--- src/rtl/cycle_counter.sv ---
// rtl/cycle_counter.sv - free-running cycle counter with halt freeze and sticky wrap flag
module cycle_counter #(
    parameter int WIDTH = 32
) (
    input  logic             clk,
    input  logic             rst,
    input  logic             halt,
    output logic [WIDTH-1:0] count,
    output logic             wrapped
);

    localparam logic [WIDTH-1:0] ONE = WIDTH'(1);

    // Counts raw clk edges; deliberately ignores the pipeline clock-enable.
    always_ff @(posedge clk) begin
        if (rst) begin
            count   <= '0;
            wrapped <= 1'b0;
        end else if (!halt) begin
            count <= count + ONE;
            if (&count) begin
                wrapped <= 1'b1;
            end
        end
    end

endmodule

--- config.mk ---
export PLATFORM = sky130hd
export DESIGN_NAME = cycle_counter
export DESIGN_NICKNAME = d
export VERILOG_FILES = /design/src/rtl/cycle_counter.sv
export SDC_FILE = /design/constraint.sdc
export NUM_CORES = 1
export LEC_CHECK = 0
export CORE_MARGIN = 5
export CORE_UTILIZATION = 36
export DETAILED_ROUTE_END_ITERATION = 12
export DONT_BUFFER_PORTS = 1
export HOLD_SLACK_MARGIN = 0.02
export PLACE_DENSITY = 0.51
export SLEW_MARGIN = 15
export SYNTH_ARGS = -nofsm -noshare
export SYNTH_HDL_FRONTEND = slang
export SYNTH_SLANG_ARGS = --single-unit
--- constraint.sdc ---
create_clock -name clk -period 2.7 [get_ports clk]
set_clock_uncertainty 0.05 [all_clocks]
set_input_delay 0.54 -clock clk [delete_from_list [all_inputs] [get_ports clk]]
set_output_delay 0.54 -clock clk [all_outputs]
set_load 0.1 [all_outputs]
==> results of run 1 <==
[report_power, final]
part           switching [µW]  internal (µW)
logic                    28.6           9.54
registers                4.53            490
clock network             178            301
[kinds of logic after synthesis]
kind of cell | share of synthesized area [%]
AND/OR/NAND/NOR | 29.70
AO/OA/AOI/OAI | 15.84
flip-flops | 42.04
buffers and inverters | 4.856
XOR/XNOR | 6.130
multiplexers | 0.6370
adder cells (fa/ha/maj) | 0.7961
[per-layer routing]
| layer | GRT usage [%] | vias to the layer above |
|---|---|---|
| li1 | - | 731 |
| met1 | 15.84 | 719 |
| met2 | 23.12 | 39 |
| met3 | 6.738 | 4 |
| met4 | 4.720 | 0 |
| met5 | 0 | - |
[layout by cell type, fill, tap and decap left out, types with 7 or more instances in the layout]
cell     synthesis  final
nor2_1          13     13
dfxtp_1         33     26
buf_4            0     32
dfxtp_2          0      7
a21oi_1         20     20
o31ai_1         11     11
nand2_1         10     10
or4_1           12     12
xnor2_1          7      7
inv_1            7      7
or3_1            8      8
nand3_1          7      7
[state kept, by name, summed over array words and instances (netlist names)]
name / count
wrapped: 1
count: 32
[metrics by stage]
stage	setup WS [ns]	hold WS, ns	utilization (%)	power (µW)
global route	0.2030	0.2501	45.45	1049
CTS	0.3886	0.2499	45.45	1032
floorplan	0.05005	0.6347	-	543.8
finish	0.3914	0.2645	45.45	1012
global placement	0.3985	0.4137	42.74	543.3
detailed placement	0.3617	0.4294	42.74	544.7
[area by class of cell]
class | instances | area, µm² | area share, %
inverters | 7 | 26.28 | 1.346
repair buffers | 32 | 240.2 | 12.31
well taps | 52 | 65.06 | 3.333
clock inverters | 1 | 30.03 | 1.538
flip-flops and latches | 33 | 669.4 | 34.29
multi-input cells | 129 | 834.6 | 42.76
clock buffers | 7 | 86.33 | 4.423
[worst max-delay path: stages, from the launching register on]
cell and delay [ns]:
dfxtp_2 0.37, ha_1 0.20, nand4b_1 0.14, or4_1 0.77
or4b_1 0.59, a21oi_1 0.15
[final timing paths]
path / start / to / slack, ns / cells past startpoint
max reg2reg: count[0] / count[26] / 0.39 / 5
min: rst / count[5] / 0.26 / 1
max: count[0] / count[26] / 0.39 / 5
min reg2reg: count[29] / count[29] / 0.43 / 2
==> results, run 1 <==
- The total DRC errors in the routed layout is 0.
- The number of failing setup endpoints in the final timing report is 0.
- The H-tree depth is 2.
- Clock-pin slew was measured on the worst setup and hold paths at 0.07 ns.
- Relative to the synthesized area, the layout overhead comes to 24.20%.
- Of all nets on the critical path, the largest fanout is 17.
- The sort of element at the start of the critical path is a flip-flop.
- The total number of nets in the final design is 212.
- The number of I/O port buffers is 0.
- Setup repair after global routing left no endpoint under its margin.
- Sorting the synthesized cells by area gives the leading types as dfxtp_1, a21oi_1, or4_1, o31ai_1, xnor2_1.
- The required time of the worst setup path is 2.87 ns.
- The total placed instance area is 1836 µm².
- The cell area after synthesis is 1572 µm².
- The worst setup path is captured at a flip-flop.
- The synthesized netlist contains 31 unique library cells.
- Counting the buffers created by CTS gives 5.
- Wires add up to 3972 µm.
- The filler cell count is 436.
- The final count of hold timing violations came to 0.
- The first-pass GRT wire length is 6913 µm.
- At the worst endpoint, the arrival time is 2.48 ns.
- The maximum buffer depth of the clock tree is 2.
- The number of antenna diodes in the final layout is 0.
- The finished cells cover 1952 µm².
- The die boundary width is 76.07 µm.
- dfxtp_1 is the most common cell in the netlist.
- Each instance of the synthesized netlist takes up on average 8.731 µm².
- The flip-flop and latch count after synthesis is 33.
- The predominant post-synthesis flop cell is dfxtp_1.
- The floorplan has 24 rows.
- The final critical-path required period is 2.309 ns.
- The clock tree from TritonCTS is done.
- In the synthesized netlist, the number of instances is 180.
- The maximum resistive drop on vdd is 0.3166 mV.
- The reported max-cap violation count is 0.
- For this run, the register share of the synthesized area comes to 42.04%.
- The tightest min-delay check is of the input port to flip-flop type.
- The number of synthesized flops with an enable pin is 0.
- The number of standard cells in the final layout excluding fillers is 261.
- The number of DRC violations after detailed-routing iteration 0 is 50.
- The overall via count from detail_route is 1,493.
- The flow ran to the end, and the final reports show no timing, DRC or antenna violations.
- Static timing analysis puts the maximum clock frequency at 0.4332 GHz.
- The static power due to leakage is 0.0006744 µW.
- For the pin with the worst max-slew slack, the measured transition is 1.014 ns.
- After layout, the worst path uses 85.51% of the clock period.
- The fraction of layout instances using a drive strength above 1 is 24.88%.
- The async set-or-reset flop fraction in the synthesized netlist is 0%.
- During synthesis, Yosys emitted a total of 0 warnings.
- The count of nets left with antenna violations once routing finished came out at 0.
- The length of routed met3 wiring is 333 µm.
- At the end of routability-driven placement, the weighted congestion stood at 0.7776.
- The total overflow left after global routing is 0.
- The number of instances in the placed design is 253.
- Once the floorplan was initialized, standard cells occupied 36.60% of the core.
- Global routing used 14.05% of the available tracks across all layers.
- Summed over all instances, the cell type with the most area after synthesis is dfxtp_1.
- The average wire per standard cell is 15.22 µm.
- The core box area is 4294 µm².
- Synthesis produced a netlist with a net count of 184.
- The total of hold buffers inserted after clock tree synthesis is 0.
- The routed length on met1 is 1650 µm.
- The number of global-route vias before repair came to 1,442.
- The die covers 5787 µm².
- The relative slew slack is 32.29%.
- The later-pin clock latency in the skew report is 0.28 ns.
- Summed over all nets, wire length on met2 after detailed routing comes to 1950 µm.
- The post-CTS setup-driven buffer insertion count is 0.
- By startpoint and endpoint, the worst setup path is classified as flip-flop to flip-flop.
- The number of antenna violations at the first check in global routing was 0.
- Power spread over the standard cell area amounts to 518.7 nW/µm².
- The post-cts sizing count is 0.
- The boundary pin count is 36.
- The root buffer cell chosen for the clock tree is clkbuf_8.
- The final-layout setup total negative slack is 0 ns.
- The highest signal layer in the routed design is met4.
- The half-perimeter wire length after placement is 2895 µm.
- Sorting the synthesized cells by how often they occur yields dfxtp_1, a21oi_1, nor2_1.
- The top cell type by area accounts for 42.04% of the synthesized area.
- The number of slew-limit violations in the final report is 0.
- Counting every sink on the clock net gives 33.
- The total iterations of the first detailed-routing run is 4.
- The die extent in y is 76.07 µm.
- Entering global routing, the biggest net connects 34 pins.
- Dividing the detail-routed via count by the number of cells gives 5.720.
Power figures use the tool's default switching activity.
==> run 2: changes to the inputs <==
Settings changed: CORE_MARGIN 5 to 2.
==> run 2 against run 1 <==
  * Combinational power about the same
  * Non-clock buffer count unchanged
  * Sequential power about the same
  * Core utilization up 0.32 points
  * Fmax down 0.48%
  * Largest cell class unchanged
  * Global-route usage up 2.6 points
  * Flip-flop and latch count unchanged
  * Via count down 1.4%
  * Wire length down 3.3%
==> results, run 2 (synthesis gave the netlist of run 1 again) <==
- The starting utilization of the core area was 36.85% (was 36.60%).
- The type of destination of the critical path is a flip-flop (unchanged).
- The number of CTS-inserted buffers was 5 (unchanged).
- The CTS root buffer is clkbuf_8 (unchanged).
- The clock transition time at the flip-flop clock pins of the worst setup and hold paths is 0.07 ns (about the same).
- Unrepaired setup endpoints after global routing: false (unchanged).
- Top library cells by usage in the layout, fill and taps aside: buf_4, dfxtp_1, a21oi_1 (unchanged).
- The final antenna-violating net count is 0 (unchanged).
- The final critical-path required period came to 2.320 ns (was 2.309 ns).
- The first-pass GRT wire length was 6610 µm (was 6913 µm).
- The standard-cell row count is 24 (unchanged).
- The die outline area came to 4910 µm² (was 5787 µm²).
- The maximum number of pins on one net before global-route repair is 34 (unchanged).
- The clock tree from TritonCTS is done (unchanged).
- The layer carrying the most global-route usage is met2 (unchanged).
- The most frequent standard cell in the layout excluding fill and tap cells was buf_4 (unchanged).
- The final-layout setup total negative slack was 0 ns (unchanged).
- The number of failing setup endpoints in the final timing report came to 0 (unchanged).
- The average wire per standard cell is 14.72 µm (was 15.22 µm).
- The number of I/O port buffers is 0 (unchanged).
- The measured slew at the worst slew-check pin is 1.010 ns (was 1.014 ns).
- The fraction of layout instances using a drive strength above 1 is 24.88% (unchanged).
- The total number of nets in the final design is 212 (unchanged).
- Regs by FF count: count x32, wrapped x1 (unchanged).
- The later-pin clock latency in the skew report is 0.28 ns (about the same).
- The total congestion overflow is 0 (unchanged).
- The maximum buffer depth of the clock tree came to 2 (unchanged).
- Outcome: completed (unchanged).
- The overall routing resource usage came to 16.68% (was 14.05%).
- The number of instances in the placed design is 253 (unchanged).
- The post-CTS setup-driven buffer insertion count is 0 (unchanged).
- The endpoint arrival time on the critical path is 2.49 ns (was 2.48 ns).
- The total iterations of the first detailed-routing run came to 5 (was 4).
- The total wire length after detailed routing is 3842 µm (was 3972 µm).
- The highest attainable clock frequency is 0.4311 GHz (was 0.4332 GHz).
- The number of diodes added for antenna fixing is 0 (unchanged).
- The total placed instance area is 1836 µm² (unchanged).
- The area of combinational cells with multiple inputs came to 834.6 µm² (unchanged).
- The number of global-route vias before repair is 1,471 (was 1,442).
- The core box area is 4264 µm² (was 4294 µm²).
- The static power due to leakage is 0.0006744 µW (unchanged).
- The sink count of the clock tree came to 33 (unchanged).
- The overall via count from detail_route is 1,472 (was 1,493).
- The routability-driven placement congestion ratio is 0.7314 (was 0.7776).
- The number of DRC violations after detailed-routing iteration 0 is 72 (was 50).
- The largest fanout on the critical path is 17 (unchanged).
- The half-perimeter wire length after placement was 2758 µm (was 2895 µm).
- The sort of element at the start of the critical path is a flip-flop (unchanged).
- The required time of the worst setup path is 2.87 ns (about the same).
- The post-route cell area is 1952 µm² (unchanged).
- The number of standard cells in the final layout excluding fillers is 261 (unchanged).
- The die extent in y is 70.07 µm (was 76.07 µm).
- The post-cts sizing count was 0 (unchanged).
- The filler cell count is 439 (was 436).
- The area used by sequential logic in the layout is 669.4 µm² (unchanged).
- The relative slew slack is 32.55% (was 32.29%).
- The total DRC errors in the routed layout was 0 (unchanged).
- The core occupancy in the finished layout is 45.77% (was 45.45%).
- The total of hold buffers inserted after clock tree synthesis was 0 (unchanged).
- The boundary pin count came to 36 (unchanged).
- The met1 usage in global routing is 19.95% (was 15.84%).
- The post-layout total power is 1012 µW (about the same).
- The register with the most flip-flops is count (unchanged).
- The type of the worst setup path is flip-flop to flip-flop (unchanged).
- The final count of hold timing violations is 0 (unchanged).
- The number of flip-flops in the largest register is 32 (unchanged).
- The H-tree depth came to 2 (unchanged).
- The detail-routed via count per cell is 5.640 (was 5.720).
- The met3 track demand over resource in global routing is 5.339% (was 6.738%).
- The layout-stage area growth over the synthesis result is 24.20% (unchanged).
- The met2 layer usage reported by global route is 27.30% (was 23.12%).
- The die boundary width came to 70.07 µm (was 76.07 µm).
- The maximum resistive drop on vdd is 0.2541 mV (was 0.3166 mV).
- The share of the clock period used by the worst path after layout came to 85.91% (was 85.51%).
- The number of antenna violations at the first check in global routing was 0 (unchanged).
- The power density over the cells came to 518.7 nW/µm² (about the same).
- The path category of the worst min-delay check is input port to flip-flop (unchanged).
- The number of slew-limit violations in the final report came to 0 (unchanged).
- The reported max-cap violation count is 0 (unchanged).
## run 2: cell counts in the layout (fill, tap and decap cells not counted)
No cell type changed its count.
## run 2: final timing paths
kind | startpoint | to | slack (ns) | cells past startpoint
worst max-delay path | count[0] | count[28] | 0.38 | 5
worst min-delay path | rst | count[5] | 0.26 | 1
worst min register to register | count[30] | count[30] | 0.43 | 2
worst max register to register | count[0] | count[28] | 0.38 | 5
## run 2: final cells by class
class,count,share of cell area [%]
clock buffers,7,4.423
clock inverters,1,1.538
inverters,7,1.346
multi-input cells,129,42.76
flip-flops and latches,33,34.29
well taps,52,3.333
repair buffers,32,12.31
## run 2: routing by layer
layer / vias to the layer above / wire length (µm)
li1: 730 / -
met1: 701 / 1775
met2: 33 / 1756
met3: 8 / 239
met4: 0 / 70
met5: - / 0
## run 2: per-stage QoR
stage	setup slack (ns)	hold WS (ns)
2_1_floorplan	0.05005	0.6347
4_1_cts	0.3854	0.2544
3_5_place_dp	0.3643	0.4123
5_1_grt	0.2630	0.2498
3_3_place_gp	0.4065	0.4074
6_report	0.3803	0.2640
## run 2: power breakdown
| part | switching, µW | internal, µW | total (µW) |
|---|---|---|---|
| Clock | 179 | 301 | 480 |
| Sequential | 4.18 | 491 | 495 |
| Combinational | 28.5 | 9.54 | 38.1 |
| Total | 211 | 801 | 1010 |
## run 2: worst max-delay path, cell delays in order (launching register included)
cell and delay, ns:
dfxtp_2 0.36, ha_1 0.19, nand4b_1 0.14, or4_1 0.77, or4b_1 0.59, a21oi_1 0.15
